==> src/rtl/true_dual_port_ram_if.sv <==
// Bundle of the two RAM ports plus the collision flag.
// master drives the requests and samples the results. slave is the RAM itself.
interface true_dual_port_ram_if #(
    parameter int DATA_WIDTH = 8,
    parameter int ADDR_WIDTH = 4
);
    logic                  a_cs;
    logic                  a_we;
    logic                  a_oe;
    logic [ADDR_WIDTH-1:0] a_addr;
    logic [DATA_WIDTH-1:0] a_data_in;
    logic [DATA_WIDTH-1:0] a_data_out;
    logic                  a_rd_valid;

    logic                  b_cs;
    logic                  b_we;
    logic                  b_oe;
    logic [ADDR_WIDTH-1:0] b_addr;
    logic [DATA_WIDTH-1:0] b_data_in;
    logic [DATA_WIDTH-1:0] b_data_out;
    logic                  b_rd_valid;

    logic                  collision;

    modport master (
        output a_cs, a_we, a_oe, a_addr, a_data_in,
        output b_cs, b_we, b_oe, b_addr, b_data_in,
        input  a_data_out, a_rd_valid, b_data_out, b_rd_valid, collision
    );

    modport slave (
        input  a_cs, a_we, a_oe, a_addr, a_data_in,
        input  b_cs, b_we, b_oe, b_addr, b_data_in,
        output a_data_out, a_rd_valid, b_data_out, b_rd_valid, collision
    );
endinterface

==> src/rtl/true_dual_port_ram.sv <==
// True dual-port RAM with one clock, two independent read/write ports,
// and a read latency of 1 or 2 cycles.
// Optional feature macro: TDPR_WRITE_THROUGH_EN. When it is defined, a read
// on one port returns the data that the other port writes to the same
// address in the same cycle. When it is not defined, such a read returns the
// old word (read-first).
//
// Valid semantics: there is no backpressure. A read is issued on an edge
// where cs=1, we=0 and oe=1. Its word appears on data_out with rd_valid=1
// for exactly one cycle, RD_LATENCY-1 edges later. Whenever rd_valid=0,
// data_out holds 0.
module true_dual_port_ram #(
    parameter int DATA_WIDTH = 8,
    parameter int ADDR_WIDTH = 4,
    parameter int RD_LATENCY = 1
) (
    input logic                  clk,
    input logic                  rst,
    true_dual_port_ram_if.slave  bus
);
    localparam int DEPTH = 2 ** ADDR_WIDTH;

    if (RD_LATENCY != 1 && RD_LATENCY != 2) begin : g_bad_latency
        $error("true_dual_port_ram: RD_LATENCY must be 1 or 2");
    end

    logic [DATA_WIDTH-1:0] mem [DEPTH];

    logic                  a_wr;
    logic                  a_rd;
    logic                  b_wr;
    logic                  b_rd;
    logic                  b_wr_eff;
    logic                  same_addr;
    logic                  collision_d;
    logic [DATA_WIDTH-1:0] a_word;
    logic [DATA_WIDTH-1:0] b_word;

    // First pipeline stage. This is the only stage when RD_LATENCY is 1.
    logic                  a_v1;
    logic                  b_v1;
    logic [DATA_WIDTH-1:0] a_d1;
    logic [DATA_WIDTH-1:0] b_d1;
    logic                  collision_q;

    assign a_wr      = bus.a_cs & bus.a_we;
    assign a_rd      = bus.a_cs & ~bus.a_we & bus.a_oe;
    assign b_wr      = bus.b_cs & bus.b_we;
    assign b_rd      = bus.b_cs & ~bus.b_we & bus.b_oe;
    assign same_addr = (bus.a_addr == bus.b_addr);

    // If both ports write the same word, port A wins and the port B write is dropped.
    assign b_wr_eff  = b_wr & ~(a_wr & same_addr);

    // A conflict is any same-address pair where at least one side writes.
    // Two reads of the same address are not a conflict.
    assign collision_d = same_addr & ((a_wr & b_wr) | (a_wr & b_rd) | (b_wr & a_rd));

    // Select the read word for each port: old contents, or the other port's write data when bypass is enabled.
    always_comb begin
        a_word = mem[bus.a_addr];
        b_word = mem[bus.b_addr];
`ifdef TDPR_WRITE_THROUGH_EN
        if (b_wr_eff && same_addr) begin
            a_word = bus.b_data_in;
        end
        if (a_wr && same_addr) begin
            b_word = bus.a_data_in;
        end
`endif
    end

    // Memory array update. Contents survive reset, but writes are blocked while reset is high.
    always_ff @(posedge clk) begin
        if (!rst) begin
            if (a_wr) begin
                mem[bus.a_addr] <= bus.a_data_in;
            end
            if (b_wr_eff) begin
                mem[bus.b_addr] <= bus.b_data_in;
            end
        end
    end

    // First read stage and collision flag. Reset clears in-flight reads asynchronously.
    always_ff @(posedge clk or posedge rst) begin
        if (rst) begin
            a_v1        <= 1'b0;
            b_v1        <= 1'b0;
            a_d1        <= '0;
            b_d1        <= '0;
            collision_q <= 1'b0;
        end else begin
            a_v1        <= a_rd;
            b_v1        <= b_rd;
            a_d1        <= a_rd ? a_word : '0;
            b_d1        <= b_rd ? b_word : '0;
            collision_q <= collision_d;
        end
    end

    assign bus.collision = collision_q;

    if (RD_LATENCY == 2) begin : g_lat2
        logic                  a_v2;
        logic                  b_v2;
        logic [DATA_WIDTH-1:0] a_d2;
        logic [DATA_WIDTH-1:0] b_d2;

        // Extra output stage. Data is already zero in idle slots, so it moves through unchanged.
        always_ff @(posedge clk or posedge rst) begin
            if (rst) begin
                a_v2 <= 1'b0;
                b_v2 <= 1'b0;
                a_d2 <= '0;
                b_d2 <= '0;
            end else begin
                a_v2 <= a_v1;
                b_v2 <= b_v1;
                a_d2 <= a_d1;
                b_d2 <= b_d1;
            end
        end

        assign bus.a_rd_valid = a_v2;
        assign bus.b_rd_valid = b_v2;
        assign bus.a_data_out = a_d2;
        assign bus.b_data_out = b_d2;
    end else begin : g_lat1
        assign bus.a_rd_valid = a_v1;
        assign bus.b_rd_valid = b_v1;
        assign bus.a_data_out = a_d1;
        assign bus.b_data_out = b_d1;
    end
endmodule

==> src/flat_wrapper.sv <==
// flat-port wrapper written by rule: the top's interface ports become plain ports
module true_dual_port_ram_flat 
#(
    parameter int DATA_WIDTH = 8,
    parameter int ADDR_WIDTH = 4,
    parameter int RD_LATENCY = 1
)
  (clk, rst, bus_a_cs, bus_a_we, bus_a_oe, bus_a_addr, bus_a_data_in, bus_b_cs, bus_b_we, bus_b_oe, bus_b_addr, bus_b_data_in, bus_a_data_out, bus_a_rd_valid, bus_b_data_out, bus_b_rd_valid, bus_collision);
  true_dual_port_ram_if #(.DATA_WIDTH(DATA_WIDTH), .ADDR_WIDTH(ADDR_WIDTH)) bus_i ();
  input logic clk;
  input logic rst;
  input wire logic [$bits(bus_i.a_cs)-1:0] bus_a_cs;
  input wire logic [$bits(bus_i.a_we)-1:0] bus_a_we;
  input wire logic [$bits(bus_i.a_oe)-1:0] bus_a_oe;
  input wire logic [$bits(bus_i.a_addr)-1:0] bus_a_addr;
  input wire logic [$bits(bus_i.a_data_in)-1:0] bus_a_data_in;
  input wire logic [$bits(bus_i.b_cs)-1:0] bus_b_cs;
  input wire logic [$bits(bus_i.b_we)-1:0] bus_b_we;
  input wire logic [$bits(bus_i.b_oe)-1:0] bus_b_oe;
  input wire logic [$bits(bus_i.b_addr)-1:0] bus_b_addr;
  input wire logic [$bits(bus_i.b_data_in)-1:0] bus_b_data_in;
  output wire logic [$bits(bus_i.a_data_out)-1:0] bus_a_data_out;
  output wire logic [$bits(bus_i.a_rd_valid)-1:0] bus_a_rd_valid;
  output wire logic [$bits(bus_i.b_data_out)-1:0] bus_b_data_out;
  output wire logic [$bits(bus_i.b_rd_valid)-1:0] bus_b_rd_valid;
  output wire logic [$bits(bus_i.collision)-1:0] bus_collision;
  assign bus_i.a_cs = bus_a_cs;
  assign bus_i.a_we = bus_a_we;
  assign bus_i.a_oe = bus_a_oe;
  assign bus_i.a_addr = bus_a_addr;
  assign bus_i.a_data_in = bus_a_data_in;
  assign bus_i.b_cs = bus_b_cs;
  assign bus_i.b_we = bus_b_we;
  assign bus_i.b_oe = bus_b_oe;
  assign bus_i.b_addr = bus_b_addr;
  assign bus_i.b_data_in = bus_b_data_in;
  assign bus_a_data_out = bus_i.a_data_out;
  assign bus_a_rd_valid = bus_i.a_rd_valid;
  assign bus_b_data_out = bus_i.b_data_out;
  assign bus_b_rd_valid = bus_i.b_rd_valid;
  assign bus_collision = bus_i.collision;
  true_dual_port_ram #(.DATA_WIDTH(DATA_WIDTH), .ADDR_WIDTH(ADDR_WIDTH), .RD_LATENCY(RD_LATENCY)) u_core (.clk(clk), .rst(rst), .bus(bus_i));
endmodule
==> config.mk <==
export PLATFORM = sky130hd
export DESIGN_NAME = true_dual_port_ram_flat
export DESIGN_NICKNAME = d
export VERILOG_FILES = /design/src/rtl/true_dual_port_ram_if.sv /design/src/rtl/true_dual_port_ram.sv /design/src/flat_wrapper.sv
export SDC_FILE = /design/constraint.sdc
export NUM_CORES = 1
export LEC_CHECK = 0
export CAP_MARGIN = 0
export CORE_UTILIZATION = 55
export DETAILED_ROUTE_END_ITERATION = 10
export HOLD_SLACK_MARGIN = 0.15
export PLACE_DENSITY = 0.78
export SYNTH_ARGS = -nofsm -noshare
export SYNTH_HDL_FRONTEND = slang
export SYNTH_SLANG_ARGS = --single-unit
==> constraint.sdc <==
create_clock -name clk -period 1.1 [get_ports clk]
set_input_delay 0.33 -clock clk [delete_from_list [all_inputs] [get_ports clk]]
set_output_delay 0.33 -clock clk [all_outputs]
set_load 0.02 [all_outputs]
==> results of run 1 <==
-- layout make-up --
class / count / area, um2 / share of cell area (%)
Tap cell: 188 / 235 / 1.91
Timing Repair Buffer: 193 / 2230 / 18.1
Inverter: 2 / 7.51 / 0.0609
Sequential cell: 147 / 4320 / 35.0
Clock inverter: 10 / 180 / 1.46
Clock buffer: 22 / 464 / 3.77
Multi-Input combinational cell: 349 / 4890 / 39.7
-- worst min-delay path by stage --
| stage | start | end | cells after the start |
|---|---|---|---|
| 4_1_cts | bus_a_cs | u_core.bus.collision$_DFF_PP0_ | 3 |
| 3_5_place_dp | u_core.mem[8][7]$_DFFE_PP_ | u_core.bus.a_data_out[7]$_DFF_PP0_ | 3 |
| 3_3_place_gp | u_core.mem[8][7]$_DFFE_PP_ | u_core.bus.a_data_out[7]$_DFF_PP0_ | 3 |
| 6_report | bus_a_cs | u_core.bus.collision$_DFF_PP0_ | 3 |
| 5_1_grt | bus_a_cs | u_core.bus.collision$_DFF_PP0_ | 3 |
| 2_1_floorplan | bus_b_we | u_core.bus.b_rd_valid$_DFF_PP0_ | 1 |
-- registers in the layout (all words and copies together) (netlist names) --
signal,count
u_core.bus.a_data_out,8
u_core.bus.b_data_out,8
u_core.bus.collision,1
u_core.mem,128
u_core.bus.b_rd_valid,1
u_core.bus.a_rd_valid,1
-- routing by layer --
metal / share of wire, % / GRT usage [%]
met1: 37 / 43.4
met2: 50 / 58.1
met3: 8.2 / 9.03
met4: 4.6 / 16.7
met5: 0 / 0
-- power breakdown --
| group | switching [mW] | leakage [nW] | internal, mW | total [mW] |
|---|---|---|---|---|
| sequential | 0.0510 | 1.41 | 6.16 | 6.22 |
| clock | 2.33 | 0.312 | 4.14 | 6.46 |
| combinational | 1.12 | 3.19 | 1.19 | 2.32 |
-- per-stage QoR --
step | utilization [%] | power [mW] | TNS [ns] | cells | cell area [um2]
2_1_floorplan | - | 7.40 | -190.31 | 545 | 8970
3_3_place_gp | 66.9 | 7.99 | -336.14 | 815 | 10200
3_5_place_dp | 66.9 | 8.03 | -344.86 | 815 | 10200
4_1_cts | 78.2 | 14.6 | -127.51 | 900 | 11900
5_1_grt | 81.1 | 15.3 | -149.13 | 911 | 12300
6_report | 81.1 | 15.0 | -139.47 | 911 | 12300
-- timing repair --
item / CTS / global route
buffers inserted: 47 / 14
endpoints found under the setup margin: 292 / 292
hold endpoints to repair: 12 / 0
gates cloned: 6 / 1
resized for setup: 206 / 163
pin swaps: 28 / 12
hold buffers: 1 / 0
-- cells by family after synthesis --
kind of cell    Yosys count
xor+xnor                  4
simple gates             37
flops                   147
buf+inv                  51
compound gates           82
mux                     224
-- placed cells by master (no fill, tap or decap), types with 5 or more instances in the layout --
| master | n |
|---|---|
| buf_6 | 50 |
| clkbuf_16 | 18 |
| o211ai_1 | 16 |
| a22oi_1 | 12 |
| nand2_1 | 5 |
| mux2i_1 | 40 |
| mux4_2 | 48 |
| o21ai_4 | 15 |
| o211ai_4 | 13 |
| bufinv_16 | 5 |
| dfrtp_1 | 19 |
| buf_12 | 33 |
| mux2_2 | 31 |
| mux2_4 | 97 |
| buf_2 | 7 |
| o21ai_2 | 6 |
| edfxtp_1 | 128 |
| clkdlybuf4s50_1 | 18 |
| buf_8 | 8 |
| buf_4 | 71 |
| o21ai_1 | 10 |
-- critical path, delay by kind of cell --
| kind | cells | cell delay (ns) |
|---|---|---|
| buffers and inverters | 4 | 0.63 |
| muxes | 1 | 0.35 |
| AOI/OAI and AO/OA | 1 | 0.22 |
| and+or+nand+nor | 1 | 0.18 |
| xor gates and xnor gates | 1 | 0.17 |
==> impl_metrics.json, run 1 <==
{
  "r2r-end": "u_core.bus.b_data_out[6]$_DFF_PP0_",
  "fillers": 715,
  "crit_start": "bus_a_addr[2]",
  "cp.required_ns": 1.28,
  "path_max_fanout": 9,
  "ys_seq_area_share_pct": 50.4,
  "drv_slew": 0,
  "routed_wl_um": 28900,
  "synth_ff_type": "edfxtp_1",
  "synth-simple-area-share_pct": 2.86,
  "pre_cts_slack_ns": -1.41,
  "drtAntennaViolNets": 0,
  "worstPathCellList": "buf_2 > xnor2_1 > nand4_1 > buf_6 > buf_12 > o2111ai_4 > buf_12 > mux2_2",
  "io_buffers": 50,
  "ys_seq_elements": 147,
  "post-dp-hpwl_um": 15800,
  "core_area_um2": 15200,
  "overflow": 0,
  "p_leak_nw": 4.91,
  "avgSynthCellArea_um2": 15.7,
  "netlist_area_um2": 8570,
  "synth_top_area_share_pct": 44.8,
  "synth_enable_flop_cells": 128,
  "synth_fa_ha_area_share_pct": 0,
  "die_area_um2": 16100,
  "routedWlPerCell_um": 31.8,
  "synth_compound_area_share_pct": 8.10,
  "final-setup-viol-count": 292,
  "synthArstFlopShare_pct": 12.9,
  "clk_latency_ns": 0.43,
  "clk_pin_slew_ns": 0.06,
  "drive_gt1_share_pct": 62.8,
  "areaGrowthSynthToFinish_pct": 43.8,
  "status": "complete, but fails checks",
  "worstPathArrival_ns": 1.90,
  "clock-sinks": 147,
  "violations": "setup timing",
  "io_pins": 51,
  "synth_commonest_cells": "edfxtp_1 (128), mux2_2 (120), mux2i_1 (48), mux4_2 (48), o21ai_0 (32)",
  "ys_types": 40,
  "drc_errors": 0,
  "worst_pin_slew_ns": 0.421,
  "worstSetupStartpointType": "input pin",
  "cp_common_cell": "buf_12",
  "antenna_found_initial": 0,
  "root_buffer": "clkbuf_16",
  "whs_ns": 0.250,
  "cts_buffers": 17,
  "n_antenna_cell": 0,
  "die_width_um": 127,
  "ff2ff_path_depth": 3,
  "die_h_um": 127,
  "slew_headroom_pct": 71.8,
  "drtIter0Drc": 746,
  "min_path_type": "input pin to flip-flop",
  "start_util_pct": 56.4,
  "post-synth-top-count-cell": "edfxtp_1",
  "viasPerCell": 7.01,
  "nNetsFinal": 742,
  "std_cell_rows": 45,
  "firstDrtPassIters": 5,
  "r2r_start": "u_core.mem[14][6]$_DFFE_PP_",
  "grt_max_degree": 22,
  "post-route-period-util_pct": 157,
  "critical_path_class": "input pin to flip-flop",
  "synth_top_family_by_area": "multiplexers",
  "fin_skew_ns": 0.0145,
  "drv_cap": 0,
  "synth_area_leaders": "edfxtp_1 (45%), mux2_2 (16%), mux4_2 (13%)",
  "max-vdd-ir-drop_mv": 1.18,
  "period_needed_ns": 1.72,
  "vias": 6384,
  "syn_nets": 577,
  "cts_tree": "built",
  "slowest_stage": "mux2_2",
  "htreeDepth": 4,
  "grt_usage_pct": 35.1,
  "crit_end": "u_core.mem[3][3]$_DFFE_PP_",
  "grt_pass1_wl_um": 40400,
  "rsz0062_at_grt": "yes",
  "synthMuxAreaShare_pct": 35.4,
  "syn-instance-count": 545,
  "finalHoldViolCount": 0,
  "synth_xor_area_share_pct": 0.409,
  "power_density_nw_per_um2": 1220,
  "clock_path_buffers": 2,
  "cpPeakStageDelay_ns": 0.35,
  "globalplace.congestion": 0.839,
  "cp-end-kind": "flip-flop",
  "fmax_ghz": 0.580,
  "first_global_vias": 6557,
  "setup_slack_ns": -0.624,
  "ff2ff_setup_slack_ns": -0.46,
  "yosysWarnings": 0,
  "post-synth-top-area-cell": "edfxtp_1"
}
Note: power is estimated with default switching activity, not from simulation.
==> inputs of run 2 (changes only) <==
--- a/config.mk
+++ b/config.mk
@@ -8,6 +8,7 @@
 export CAP_MARGIN = 0
 export CORE_UTILIZATION = 55
 export DETAILED_ROUTE_END_ITERATION = 10
+export GPL_TIMING_DRIVEN = 0
 export HOLD_SLACK_MARGIN = 0.15
 export PLACE_DENSITY = 0.78
 export SYNTH_ARGS = -nofsm -noshare
==> run 2 against run 1 <==
Effect of this change: non-clock buffer count grew 1; sequential share of layout area shrank 0.15 points; via count grew 5.9%; the flow still finishes with violations (setup timing); register-to-register slack lost 0.17 ns; critical path depth is the same; first-iteration DRC count grew 27%; cell count shrank 0.11%; setup slack lost 0.052 ns; cell area grew 0.43%; combinational power shrank 3%; power shrank 6.6%.
==> impl_metrics.json, run 2 (same netlist as run 1, synthesis figures left out) <==
{
  "drtIter0Drc": 948,
  "worstSetupStartpointType": "input pin",
  "setup_slack_ns": -0.676,
  "grt_usage_pct": 37.6,
  "viasPerCell": 7.43,
  "routed_wl_um": 31700,
  "slew_headroom_pct": 41.5,
  "cpPeakStageDelay_ns": 0.34,
  "globalplace.congestion": 0.854,
  "dr_wl_met2_um": 15000,
  "violations": "setup timing",
  "highest_layer": "met5",
  "nNetsFinal": 741,
  "areaGrowthSynthToFinish_pct": 44.4,
  "drv_cap": 0,
  "io_buffers": 45,
  "rsz0062_at_grt": "yes",
  "cp.required_ns": 1.28,
  "clock_path_buffers": 2,
  "worstPathCellList": "buf_6 > xnor2_2 > nand4_1 > buf_6 > buf_8 > o2111ai_4 > buf_12 > mux2_2",
  "vias": 6763,
  "final_common_cell": "edfxtp_1",
  "placed_area_um2": 9660,
  "io_pins": 51,
  "drive_gt1_share_pct": 57.5,
  "final-setup-viol-count": 292,
  "die_width_um": 127,
  "first_global_vias": 6632,
  "cts_tree": "built",
  "fmax_ghz": 0.563,
  "start_util_pct": 56.4,
  "root_buffer": "clkbuf_16",
  "power.total_mw": 14.0,
  "worstPathArrival_ns": 1.96,
  "wl_met3_um": 3520,
  "post-dp-hpwl_um": 16000,
  "antenna_found_initial": 1,
  "clk_pin_slew_ns": 0.07,
  "status": "complete, but fails checks",
  "finalHoldViolCount": 0,
  "fin_skew_ns": 0.0115,
  "wl_met1_um": 11200,
  "core_area_um2": 15200,
  "die_h_um": 127,
  "grt_pass1_wl_um": 42400,
  "overflow": 0,
  "final_cell_mix": "edfxtp_1 (128), mux2_4 (112), buf_6 (49)",
  "grt_max_degree": 20,
  "routedWlPerCell_um": 34.8,
  "drtAntennaViolNets": 0,
  "largest_register_ffs": 128,
  "clock-sinks": 147,
  "cp-end-kind": "flip-flop",
  "power_density_nw_per_um2": 1130,
  "htreeDepth": 4,
  "worst_pin_slew_ns": 0.877,
  "max-vdd-ir-drop_mv": 0.947,
  "p_leak_nw": 4.99,
  "crit_family": "buffers and inverters",
  "clk_latency_ns": 0.44,
  "post-route-util_pct": 81.4,
  "post-route-period-util_pct": 161,
  "slowest_stage": "mux2_2",
  "cp_num_buf_inv": 4,
  "n_antenna_cell": 0,
  "finalInstanceArea_um2": 12400,
  "path_max_fanout": 7,
  "cts_buffers": 17,
  "drc_errors": 0,
  "std_cell_rows": 45,
  "top_register": "u_core.mem",
  "critical_path_class": "input pin to flip-flop",
  "min_path_type": "input pin to async pin",
  "firstDrtPassIters": 5,
  "die_area_um2": 16100,
  "drv_slew": 0,
  "cp_common_cell": "buf_6",
  "period_needed_ns": 1.78
}
[run 2: changes by cell type in the layout (fill, tap and decap cells not counted), moves of 6 or more]
cell	change
clkbuf_1	+13
clkbuf_16	+6
buf_4	-42
dlygate4sd2_1	+18
buf_8	-6
mux2_2	-15
mux2_4	+15
[run 2: path summary, 6_finish.rpt]
kind	end	start	slack, ns	cells past startpoint
min in group clk	u_core.bus.collision$_DFF_PP0_	bus_b_we	0.17	3
worst max register to register	u_core.bus.b_data_out[2]$_DFF_PP0_	u_core.mem[10][2]$_DFFE_PP_	-0.63	3
worst min-delay path	u_core.bus.collision$_DFF_PP0_	rst	0.15	2
max in group asynchronous	u_core.bus.a_data_out[7]$_DFF_PP0_	rst	0.39	2
worst max-delay path	u_core.mem[9][2]$_DFFE_PP_	bus_a_addr[3]	-0.68	8
worst min register to register	u_core.bus.a_data_out[0]$_DFF_PP0_	u_core.mem[12][0]$_DFFE_PP_	0.77	3
[run 2: worst register-to-register path, stage by stage, from the launching register on]
cell,delay [ns]
edfxtp_1,0.45
mux4_2,0.47
o211ai_1,0.43
o21ai_1,0.21
[run 2: cell type report]
type / instances / area, um2
inverters: 2 / 7.51
multi-input cells: 347 / 4920
flip-flops and latches: 147 / 4320
clock buffers: 17 / 425
plain buffers: 47 / 450
well taps: 188 / 235
clock inverters: 15 / 118
fillers: 694 / 2820
repair buffers: 147 / 1900
[run 2: report_power, final]
part	internal, mW	switching, mW	leakage, nW
clock	3.07	2.46	0.254
sequential	6.16	0.0444	1.41
combinational	1.12	1.13	3.32
[run 2: metrics by stage]
step / setup TNS, ns / setup WS, ns / instances / hold WS [ns]
finish: -150.18 / -0.676 / 910 / 0.154
CTS: -105.50 / -0.492 / 896 / 0.163
global route: -153.91 / -0.703 / 910 / 0.187
floorplan: -190.31 / -0.856 / 545 / 0.396
detailed placement: -448.49 / -1.76 / 779 / 0.562
global placement: -442.81 / -1.77 / 778 / 0.557
[run 2: what timing repair did]
action,4_1_cts,5_1_grt
resized for setup,218,80
gates cloned,4,6
pin swaps,47,20
endpoints found under the hold margin,3,0
buffers inserted,81,14
endpoints found under the setup margin,292,292
hold buffers,3,0
[run 2: layer usage]
layer | global-route usage [%] | vias up
li1 | - | 2559
met1 | 47.5 | 3359
met2 | 61.3 | 659
met3 | 8.44 | 184
met4 | 19.5 | 2
met5 | 0 | -
